==> src/rtl/self_destruct_sequencer.sv <==
// Self-destruct countdown controller: arm qualification, countdown with hold/resume,
// timed abort and a latched detonation state. It drives the LED display code directly.
module self_destruct_sequencer #(
  parameter int COUNT_MAX = 10,
  parameter int ARM_TICKS = 3,
  parameter int HOLD_MAX  = 5
) (
  input  logic       clk,
  input  logic       reset,
  input  logic       tick_10ms,
  input  logic       tick_1s,
  input  logic       in_combat,
  input  logic       in_danger,
  input  logic       damaged,
  input  logic       immobilized,
  input  logic       abort_req,
  output logic [3:0] leds,
  output logic [2:0] state_o,
  output logic       detonate
);

  typedef enum logic [2:0] {
    S_IDLE      = 3'd0,
    S_ARMING    = 3'd1,
    S_COUNTING  = 3'd2,
    S_HOLD      = 3'd3,
    S_ABORTED   = 3'd4,
    S_DETONATED = 3'd5
  } state_t;

  localparam logic [3:0] ARM_LAST  = 4'(ARM_TICKS - 1);
  localparam logic [3:0] CNT_LAST  = 4'(COUNT_MAX - 1);
  localparam logic [3:0] CNT_FULL  = 4'(COUNT_MAX);
  localparam logic [3:0] HOLD_LAST = 4'(HOLD_MAX - 1);

  state_t     state_q, state_d;
  logic [3:0] cnt_q, cnt_d;
  logic [3:0] arm_cnt_q, arm_cnt_d;
  logic [3:0] hold_cnt_q, hold_cnt_d;
  logic [3:0] leds_q, leds_d;
  logic       detonate_q, detonate_d;
  logic       critical;
  logic       kill;

  assign critical = (in_danger & damaged) | (in_danger & immobilized) | (damaged & immobilized);
  // Abort request and loss of combat enable are handled identically everywhere.
  assign kill     = abort_req | ~in_combat;

  always_comb begin
    state_d    = state_q;
    cnt_d      = cnt_q;
    arm_cnt_d  = arm_cnt_q;
    hold_cnt_d = hold_cnt_q;
    case (state_q)
      S_IDLE: begin
        cnt_d      = 4'd0;
        arm_cnt_d  = 4'd0;
        hold_cnt_d = 4'd0;
        if (!kill && critical) state_d = S_ARMING;
      end
      S_ARMING: begin
        cnt_d = 4'd0;
        if (kill || !critical) begin
          state_d   = S_IDLE;
          arm_cnt_d = 4'd0;
        end else if (tick_10ms) begin
          if (arm_cnt_q == ARM_LAST) begin
            state_d   = S_COUNTING;
            arm_cnt_d = 4'd0;
          end else begin
            arm_cnt_d = arm_cnt_q + 4'd1;
          end
        end
      end
      S_COUNTING: begin
        if (kill) begin
          state_d = S_ABORTED;
          cnt_d   = 4'd0;
        end else if (!critical) begin
          // Entering HOLD swallows any tick_1s arriving on the same edge.
          state_d    = S_HOLD;
          hold_cnt_d = 4'd0;
        end else if (tick_1s) begin
          if (cnt_q == CNT_LAST) begin
            state_d = S_DETONATED;
            cnt_d   = CNT_FULL;
          end else begin
            cnt_d = cnt_q + 4'd1;
          end
        end
      end
      S_HOLD: begin
        if (kill) begin
          state_d    = S_ABORTED;
          cnt_d      = 4'd0;
          hold_cnt_d = 4'd0;
        end else if (critical) begin
          state_d    = S_COUNTING;
          hold_cnt_d = 4'd0;
        end else if (tick_1s) begin
          if (hold_cnt_q == HOLD_LAST) begin
            state_d    = S_ABORTED;
            cnt_d      = 4'd0;
            hold_cnt_d = 4'd0;
          end else begin
            hold_cnt_d = hold_cnt_q + 4'd1;
          end
        end
      end
      S_ABORTED: begin
        cnt_d = 4'd0;
        if (tick_1s && !critical) state_d = S_IDLE;
      end
      S_DETONATED: begin
      end
      default: begin
        state_d    = S_IDLE;
        cnt_d      = 4'd0;
        arm_cnt_d  = 4'd0;
        hold_cnt_d = 4'd0;
      end
    endcase
  end

  // Display and detonate are derived from the next state so they align with state_o.
  always_comb begin
    leds_d = 4'h0;
    case (state_d)
      S_COUNTING, S_HOLD: leds_d = cnt_d;
      S_ABORTED:          leds_d = 4'hE;
      S_DETONATED:        leds_d = 4'hF;
      default:            leds_d = 4'h0;
    endcase
    detonate_d = (state_d == S_DETONATED);
  end

  always_ff @(posedge clk) begin
    if (!reset) begin
      state_q    <= S_IDLE;
      cnt_q      <= 4'd0;
      arm_cnt_q  <= 4'd0;
      hold_cnt_q <= 4'd0;
      leds_q     <= 4'h0;
      detonate_q <= 1'b0;
    end else begin
      state_q    <= state_d;
      cnt_q      <= cnt_d;
      arm_cnt_q  <= arm_cnt_d;
      hold_cnt_q <= hold_cnt_d;
      leds_q     <= leds_d;
      detonate_q <= detonate_d;
    end
  end

  assign leds     = leds_q;
  assign state_o  = state_q;
  assign detonate = detonate_q;

endmodule

==> config.mk <==
export PLATFORM = sky130hd
export DESIGN_NAME = self_destruct_sequencer
export DESIGN_NICKNAME = d
export VERILOG_FILES = /design/src/rtl/self_destruct_sequencer.sv
export SDC_FILE = /design/constraint.sdc
export NUM_CORES = 1
export LEC_CHECK = 0
export CAP_MARGIN = 10
export CELL_PAD_IN_SITES_DETAIL_PLACEMENT = 1
export CELL_PAD_IN_SITES_GLOBAL_PLACEMENT = 1
export CORE_MARGIN = 3
export CORE_UTILIZATION = 41
export CTS_CLUSTER_DIAMETER = 50
export DETAILED_ROUTE_END_ITERATION = 8
export PLACE_DENSITY_LB_ADDON = 0.1
export SYNTH_ARGS = -nofsm -noshare
export SYNTH_HDL_FRONTEND = slang
export SYNTH_SLANG_ARGS = --single-unit
==> constraint.sdc <==
create_clock -name clk -period 3.3 [get_ports clk]
set_input_delay 0.66 -clock clk [delete_from_list [all_inputs] [get_ports clk]]
set_output_delay 0.66 -clock clk [all_outputs]
set_load 0.05 [all_outputs]
Word level (Yosys, flattened, before mapping) --
Index checks and enable logic that the tools add are counted.
Word-level totals: bits in registers 20, bits of input ports 9, output and inout port bits 8, logic and storage cells 80
Operators by class: $add $sub $neg 3, equal/unequal tests 16, muxes and demuxes 35, bitwise operators 9, reduce and logical (&&, ||, !) cells 11
Operators by type and width (count):
- two-way mux 4 bit | 17
- two-way mux 3 bit | 13
- one-hot mux 4 bit (3 select lines) | 3
- one-hot mux 3 bit (6 select lines) | 1
- adder 4 x 1 -> 4 bit, second input constant | 3
- equality test 3 x 2 -> 1 bit, second input constant | 4
- equality test 3 bit, second input constant | 4
- one-hot mux 4 bit (2 select lines) | 1
- equality test 4 x 2 -> 1 bit, second input constant | 1
- equality test 4 x 3 -> 1 bit, second input constant | 1
- equality test 4 bit, second input constant | 1
- != test 2 bit, second input constant | 2
- != test 4 bit, second input constant | 1
- AND reduction 4 bit | 1
- OR reduction 4 bit | 1
- bitwise AND 1 bit | 3
- equality test 3 x 1 -> 1 bit, second input constant | 1
- logical NOT 3 bit | 1
- != test 3 bit, second input constant | 1
- inverter 1 bit | 3
- bitwise OR 1 bit | 3
- OR reduction 3 bit | 1
- logical AND 1 bit | 2
- logical NOT 1 bit | 2
- 3 further kinds | 3

Depth between registers and ports, before layout --
Gate-level depths: netlist of run 1.
depth after elaboration 10, mapped depth 12, mapped depth without buffers 12

Worst setup path after synthesis of run 1 --
OpenSTA, ideal clock, no wires.
path kind input-to-reg, start input port immobilized, end register leds_q[2] (netlist: leds[2]), library setup time 0.074 ns, data arrival time 2.496 ns, setup slack 0.729 ns, stages 11, buffers on the path 1, cells stage by stage maj3_2 buf_6 or3_1 a31oi_1 nor2_1 inv_1 ha_1 nor2b_1 and2_1 a31oi_1 o21ai_0
Between the ends: word-level cells in the longest chain between the ends 10, elaborated cells between the ends (all ways) 27, classes of those cells 4 x eq/ne; 14 x mux; 4 x bitwise; 5 x reduce/logical
RTL lines:
- start: declaration | line 15 | input logic immobilized,
- bitwise AND 1 bit | line 45 | assign critical = (in_danger & damaged) | (in_danger & immobilized) | (damaged & immobilized);
- bitwise OR 1 bit | line 45
- bitwise OR 1 bit (*) | line 45
- logical NOT 1 bit | line 63, 112
- logical AND 1 bit / logical OR 1 bit (equally long branches) | line 112, 63
- two-way mux 3 bit, on equally long branches | line 112, 63
- one-hot mux 3 bit (6 select lines) (*) | line 54 | case (state_q)
- via state_d[2] | line 36 | state_t state_q, state_d;
- equality test 3 x 2 -> 1 bit | line 128 | case (state_d)
- OR reduction 2 bit | line 128
- one-hot mux 4 bit (3 select lines) (*) | line 128
- end signal: assignment | line 150 | leds_q <= leds_d;
- end: declaration | line 40 | logic [3:0] leds_q, leds_d;
The timed path passes the listed nets; every way through them passes the cells marked *. A chain may end at the register's enable or synchronous reset.

Worst setup path in the final report of run 1 --
start input port tick_1s, end register leds_q[2] (netlist: leds[2])
Between the ends: word-level cells in the longest chain between the ends 7, elaborated cells between the ends (all ways) 22, classes of those cells 4 x eq/ne; 16 x mux; 2 x reduce/logical
RTL lines:
- start: declaration | line 11 | input logic tick_1s,
- two-way mux 3 bit, on equally long branches | line 100, 83
- two-way mux 3 bit, on equally long branches | line 97, 79
- two-way mux 3 bit, on equally long branches | line 93, 76
- one-hot mux 3 bit (6 select lines) (*) | line 54
- via state_d[2] | line 36
- equality test 3 x 2 -> 1 bit | line 128
- OR reduction 2 bit | line 128
- one-hot mux 4 bit (3 select lines) (*) | line 128
Marks and branches as above.

==> run metrics, run 1 <==
worst skew pair latency 0.30 ns; Place WS 0.126 ns; area post-placement 1570 um^2; final WL between 3000 and 4000 um; worst setup margin 0.429 ns; Clock Sinks 20; Seq cells post-synth 20; CTS buffer count 3; max_slew headroom 61.6%; TNS Setup 0 ns; top cell type's share of synthesized area 29.7%; Max clock buf depth 2; Hold Crit Depth 2; share of post-route cells with drive strength above 1 roughly 9.2%; Setup crit start kind input port; kind of critical path input port to flop; most common cell after layout, fill and taps aside dfxtp_1; Mapped Area 1350 um^2; critical path endpoint category flop; Placer Congestion 0.919; # IOs 17; WHS between 0.5 and 0.6 ns; Die Height approximately 63 um; RSZ-0062 raised after global routing no; area of the core 3100 um^2; Hold-fix buffers, CTS 0; drt wl/cell 15.7 um; Req. time, crit path 3.54 ns; # port buffers 16; htree depth 1; vias roughly 1300; Die ar. 4020 um^2; cell area power density 256 nW/um^2; HPWL after DPL ~2800 um; crit path DAT 3.11 ns; global-route wire length before repair 6080 um; Final Instance Area around 1600 um^2; final hold viol count 0; synth top area cells dfxtp_1 (30%), ha_1 (7.4%), o21ai_0 (4.1%), nor2_1 (3.9%), nor2b_1 (3.7%); Die W 63.4 um; max-cap viol count 0; largest area contributor in the netlist dfxtp_1; worst-case reg-to-reg path depth 10; clk slew on worst S/H paths ~0.12 ns; vias in the first global route around 1300; synthesized instance count 165; asr flop ratio synth 0%; Post-synth EDFFs 0; syn avg cell area 8.18 um^2; worst reg2reg setup slack approximately 0.76 ns; FP Rows 20; Clock Skew 0.00808 ns; crit path max fanout 7; Worst-Margin Slew between 0.5 and 0.6 ns; Starting Density around 44%; Setup Fix Bufs, Post-CTS 0; CTS tree done; number of detailed-route iterations in the first pass 4; antenna violations before repair 0; Congestion Overflow GR 0; Max Clk Rate 0.348 GHz; Final ANT Viol Nets 0; crit path time final approximately 2.9 ns; period utilization 87.0%; worst hold path class flop to flop; synth unique cells 50; Final Slew Violations 0; Top FF cell, synth dfxtp_1; # DRC 0; Seq/Total Area, Yosys 29.7%; leakage 0.590 nW; largest net degree at the start of global routing 16; Ys Warns 0; total track usage 18.7%; Final setup viols 0; CTS resizes 0; final net count 203; ant diodes 0; Starting DRT DRC Count 64; VDD IR max 135 uV; area grow syn2layout 18.0%; root buf cell clkbuf_4; Vias/cell 5.75; most frequent cells in the layout dfxtp_1 (20), clkdlybuf4s50_1 (16), nor2_1 (14); syn_nets 182; outcome completed
-- sequential cells by signal, indices dropped and copies added (netlist names) --
register and flops:
arm_cnt_q 4, state_o 3, detonate 1, hold_cnt_q 4
cnt_q 4, leds 4
-- worst paths after layout --
| kind | startpoint | to |
|---|---|---|
| min reg2reg | hold_cnt_q[1] | hold_cnt_q[1] |
| max reg2reg | state_o[0] | leds[2] |
| max | tick_1s | leds[2] |
| min | hold_cnt_q[1] | hold_cnt_q[1] |
-- Yosys cell counts, types with 4 or more instances --
cell,number
nor2b_1,8
inv_1,10
nand2_1,8
and2_1,4
nand3_1,8
and3_1,4
dfxtp_1,20
nor2_1,14
o21ai_0,11
nand4_1,4
ha_1,8
a21oi_1,6
nand2b_1,5
-- layer usage --
metal	global-route usage (%)	part of all wire, %	vias up
met5	0	0	-
met4	4.85	0.87	0
met3	3.39	3.4	4
met2	27.9	44	24
met1	27.5	51	640
li1	-	-	643
-- where the power goes --
group | total [mW] | internal [mW] | switching (mW)
sequential | 0.244 | 0.242 | 0.00167
clock | 0.118 | 0.0426 | 0.0755
combinational | 0.0458 | 0.0220 | 0.0238
total | 0.408 | 0.307 | 0.101
-- kinds of logic (layout without fill, tap and decap cells) --
| logic type | Yosys count | after routing | synth area share [%] |
|---|---|---|---|
| AO/OA/AOI/OAI | 40 | 40 | 20.5 |
| XOR/XNOR | 2 | 2 | 1.30 |
| buffers and inverters | 16 | 35 | 5.75 |
| AND/OR/NAND/NOR | 77 | 77 | 33.8 |
| adder cells (fa/ha/maj) | 9 | 9 | 8.25 |
| flip-flops | 20 | 20 | 29.7 |
| multiplexers | 1 | 1 | 0.741 |
-- layout make-up --
cell class	instances	area [um^2]
clock buffer	3	22.5
multi-input combinational	129	872
fill	397	1510
sequential	20	400
tap	44	55.1
timing repair buffer	22	205
inverter	10	37.5
-- through the flow --
step           util, %  std cells  power [mW]
2_1_floorplan        -        165       0.274
3_3_place_gp      50.6        225       0.294
3_5_place_dp      50.6        225       0.294
4_1_cts           51.3        228       0.413
5_1_grt           51.3        228       0.429
6_report          51.3        228       0.408
-- worst max-delay path, cell delays in order --
cell and delay [ns]:
clkdlybuf4s50_1 0.63, nand4b_1 0.20, or3_1 0.37, a31oi_1 0.20
nor2_1 0.12, inv_1 0.08, ha_1 0.22, nor2b_1 0.28
and2_1 0.20, a31oi_1 0.04, o21ai_0 0.10
No activity file was read; power rests on OpenSTA's default activity.
==> inputs of run 2 (changes only) <==
--- a/config.mk
+++ b/config.mk
@@ -9,7 +9,8 @@
 export CELL_PAD_IN_SITES_DETAIL_PLACEMENT = 1
 export CELL_PAD_IN_SITES_GLOBAL_PLACEMENT = 1
 export CORE_MARGIN = 3
-export CORE_UTILIZATION = 41
+export CORE_UTILIZATION = 42
+export CTS_BUF_LIST = sky130_fd_sc_hd__clkbuf_8
 export CTS_CLUSTER_DIAMETER = 50
 export DETAILED_ROUTE_END_ITERATION = 8
 export PLACE_DENSITY_LB_ADDON = 0.1
==> constraint.sdc (replaced) <==
create_clock -name clk -period 3.3 [get_ports clk]
set_input_delay 0.99 -clock clk [delete_from_list [all_inputs] [get_ports clk]]
set_output_delay 0.99 -clock clk [all_outputs]
set_load 0.05 [all_outputs]
==> run 2 against run 1 <==
  * Final cell count grew 2.2%
  * First-iteration DRC count rose by 16%
  * Largest cell class unchanged
  * Highest routed layer unchanged
  * Largest power group is now clock
  * Sequential power hardly changed
  * Setup slack got worse by 0.28 ns
  * Utilization rose by 6.8 points
  * Via count rose by 1.4%
==> run metrics, run 2 (synthesis gave the netlist of run 1 again) <==
# IOs 17; share of post-route cells with drive strength above 1 13.1%; largest net degree at the start of global routing 16; TNS Setup 0 ns; clk slew on worst S/H paths ~0.080 ns; Req. time, crit path 3.49 ns; Die Height 62.7 um; cell area power density 320 nW/um^2; max-cap viol count 0; fillers 381; drt wl/cell roughly 17 um; htree depth 1; Setup crit start kind input port; Hold Crit Depth 2; CTS tree done; final WL 3910 um; total chip power 0.539 mW; WHS 0.493 ns; worst-case reg-to-reg path depth 10; # DRC 0; VDD IR max 211 uV; Clock Sinks 20; Place WS -0.0773 ns; area of the core around 2900 um^2; worst hold path class flop to flop; Clock Skew roughly 0.0025 ns; Worst-Margin Slew 0.496 ns; # port buffers 16; HPWL after DPL 2990 um; crit path max fanout 3; hold path startpoint hold_cnt_q[3]; RR Endpoint leds[2]; antenna violations before repair 0; vias in the first global route 1378; final hold viol count 0; Congestion Overflow GR 0; Max clock buf depth 2; final net count 209; reg2reg start state_o[0]; period utilization 95.5%; worst skew pair latency 0.26 ns; Die W approximately 63 um; Placer Congestion around 0.9; leakage ~0.64 nW; worst reg2reg setup slack 0.72 ns; worst setup margin 0.149 ns; Final Slew Violations 0; outcome completed; Max Clk Rate about 0.32 GHz; vias 1329; FP Rows 19; Vias/cell ~5.7; kind of critical path input port to flop; most frequent cells in the layout dfxtp_1 (20), clkdlybuf4s50_1 (16), nor2_1 (13); critical path endpoint category flop; most common cell after layout, fill and taps aside dfxtp_1; root buf cell clkbuf_8; Final setup viols 0; crit path DAT 3.34 ns; Final ANT Viol Nets 0; number of detailed-route iterations in the first pass 4; Hold-fix buffers, CTS 0; RSZ-0062 raised after global routing no; max_slew headroom 66.8%; hold endpoint hold_cnt_q[3]; Starting Density roughly 47%; ant diodes 0; Die ar. 3930 um^2; CTS buffer count 3; fin util 58.2%; area grow syn2layout 24.9%; crit path time final 3.15 ns; total track usage between 20% and 30%; global-route wire length before repair between 6000 and 7000 um; Starting DRT DRC Count 74
## run 2: worst max path at each step
stage	cells after the start	endpoint	slack (ns)	start
4_1_cts	12	leds[2]	0.18	immobilized
2_1_floorplan	11	leds[2]	0.40	immobilized
3_3_place_gp	11	leds[2]	0.09	immobilized
3_5_place_dp	12	leds[2]	-0.08	immobilized
5_1_grt	11	leds[2]	0.03	in_danger
6_report	11	leds[2]	0.15	immobilized
## run 2: routing by layer
metal	vias to the layer above	global-route usage, %	wire length, um
met2	16	35.4	1850
met4	0	4.96	20
met3	2	2.88	94
li1	658	-	-
met5	-	0	0
met1	653	29.4	1950
## run 2: worst max-delay path, cell delays in order
cell and delay (ns):
clkdlybuf4s50_1 0.41, maj3_2 0.32, or3_1 0.39, a31oi_1 0.27
nor2_2 0.09, inv_1 0.08, ha_1 0.23, nor2b_1 0.21
buf_4 0.16, nand3_1 0.06, o21ai_0 0.14
## run 2: area by class of cell
class                           instances  area (um^2)  area share, %
Tap cell                               42         52.6           3.12
Clock inverter                          1         30.0           1.78
Timing Repair Buffer                   28          250           14.8
Sequential cell                        20          400           23.7
Inverter                               10         37.5           2.23
Multi-Input combinational cell        129          875           51.9
Clock buffer                            3         41.3           2.45
## run 2: through the flow
step,instance area (um^2),std cells
6_report,1690,233
5_1_grt,1690,233
4_1_cts,1680,233
3_5_place_dp,1610,229
3_3_place_gp,1610,229
2_1_floorplan,1350,165
## run 2: repair_timing
| item | in CTS | in global routing |
|---|---|---|
| resized for setup | 0 | 1 |
| setup endpoints to repair | 0 | 1 |
| buffers inserted | 0 | 0 |
## run 2: power by group
| part | total, mW | internal [mW] | switching (mW) |
|---|---|---|---|
| Combinational | 0.0479 | 0.0227 | 0.0252 |
| Sequential | 0.243 | 0.242 | 0.00171 |
| Clock | 0.248 | 0.162 | 0.0861 |
==> inputs of run 3 (changes only) <==
--- a/config.mk
+++ b/config.mk
@@ -13,7 +13,7 @@
 export CTS_BUF_LIST = sky130_fd_sc_hd__clkbuf_8
 export CTS_CLUSTER_DIAMETER = 50
 export DETAILED_ROUTE_END_ITERATION = 8
-export PLACE_DENSITY_LB_ADDON = 0.1
+export PLACE_DENSITY_LB_ADDON = 0.12
 export SYNTH_ARGS = -nofsm -noshare
 export SYNTH_HDL_FRONTEND = slang
 export SYNTH_SLANG_ARGS = --single-unit
==> run 3 against run 2 <==
  * Sequential share of layout area increased by 0.38 points
  * Power decreased by 10%
  * Utilization decreased by 0.91 points
  * Critical endpoint is now leds[1]
  * Highest routed layer unchanged
==> run metrics, run 3 (synthesis gave the netlist of run 1 again) <==
Max Clk Rate 0.317 GHz; Hold-fix buffers, CTS 0; largest net degree at the start of global routing 16; area of the core 2900 um^2; Reg area 400 um^2; crit path max fanout 5; Hold Crit Depth 2; fin util between 50% and 60%; Die Height 62.7 um; final hold viol count 0; htree depth 1; Clock Skew 0.00148 ns; worst hold path class flop to flop; total track usage 21.1%; # IOs 17; most frequent cells in the layout dfxtp_1 (20), clkdlybuf4s50_1 (16), nor2_1 (13); # port buffers 16; Congestion Overflow GR 0; clk slew on worst S/H paths 0.07 ns; CTS buffer count 3; vias 1360; Die W 62.7 um; crit path DAT around 3.4 ns; final net count 206; critical path endpoint category flop; number of detailed-route iterations in the first pass 4; period utilization 95.7%; # DRC 0; worst-case reg-to-reg path depth 10; Req. time, crit path 3.50 ns; Vias/cell slightly below 6; area grow syn2layout 23.0%; leakage 0.626 nW; Die ar. 3930 um^2; share of post-route cells with drive strength above 1 around an eighth; ant diodes 0; Multi-input gate area 875 um^2; drt wl/cell 16.8 um; vias in the first global route 1420; outcome completed; Placer Congestion between 0.8 and 0.9; CTS tree done; Starting DRT DRC Count 56; cell area power density just under 300 nW/um^2; fillers about 370; Clock Sinks 20; max-cap viol count 0; RSZ-0062 raised after global routing no; VDD IR max about 250 uV; Final Non-Filler Cells 230; HPWL after DPL 3100 um; total chip power 0.483 mW; worst skew pair latency around 0.26 ns; global-route wire length before repair 6800 um; root buf cell clkbuf_8; Post-Place Cells 226; most common cell after layout, fill and taps aside dfxtp_1; max_slew headroom 65.9%; Setup Fix Bufs, Post-CTS 0; final WL 3880 um; Final Slew Violations 0; Max clock buf depth 2; crit path time final 3.16 ns; Final setup viols 0; Final ANT Viol Nets 0; FP Rows 19; CTS resizes 0; Setup crit start kind input port; kind of critical path input port to flop; Worst-Margin Slew 0.510 ns; antenna violations before repair 0; Starting Density 46.5%
## run 3: cell types whose count changed in the layout (fill, tap and decap cells not counted), sizes merged
| cell | change |
|---|---|
| buf | -3 |
| clkbuf | +1 |
| bufinv | -1 |
## run 3: final cells by class
| cell class | instances | area share (%) |
|---|---|---|
| sequential | 20 | 24.1 |
| timing repair buffer | 25 | 14.5 |
| inverter | 10 | 2.26 |
| clock buffer | 4 | 3.32 |
| multi-input combinational | 129 | 52.7 |
| tap | 42 | 3.17 |
## run 3: power by group
group / switching (mW) / total [mW] / internal [mW] / leakage, nW
clock: 0.0831 / 0.189 / 0.106 / 0.0288
sequential: 0.00166 / 0.244 / 0.242 / 0.161
combinational: 0.0254 / 0.0505 / 0.0252 / 0.436
## run 3: layer usage
layer  vias to the layer above  GRT usage, %  wire length (um)  share of wire, %
met5                         -             0                 0                 0
met2                        29          38.3              1900                49
met4                         0          4.68                34              0.88
li1                        653             -                 -                 -
met3                         5          4.86               179               4.6
met1                       673          25.1              1760                45
## run 3: path summary, 6_finish.rpt
kind,start,end,slack [ns]
min reg2reg,hold_cnt_q[3],hold_cnt_q[3],0.51
max,in_danger,leds[1],0.14
min,hold_cnt_q[3],hold_cnt_q[3],0.51
max reg2reg,state_o[0],leds[1],0.79
## run 3: critical path, cell delays in order
cell             delay (ns)
clkdlybuf4s50_1        0.41
maj3_2                 0.36
or3_1                  0.41
a31oi_1                0.23
nor2_2                 0.11
inv_1                  0.08
ha_1                   0.23
nor2b_1                0.14
buf_4                  0.15
o21ai_0                0.12
nor2_1                 0.12
## run 3: stage by stage
stage	TNS [ns]	cell area, um^2	setup slack, ns	hold WS [ns]
5_1_grt	0	1660	0.0111	0.546
6_report	0	1660	0.140	0.507
3_5_place_dp	-0.387	1600	-0.129	0.500
3_3_place_gp	0	1600	0.0508	0.465
4_1_cts	0	1660	0.106	0.515
2_1_floorplan	0	1350	0.399	0.453
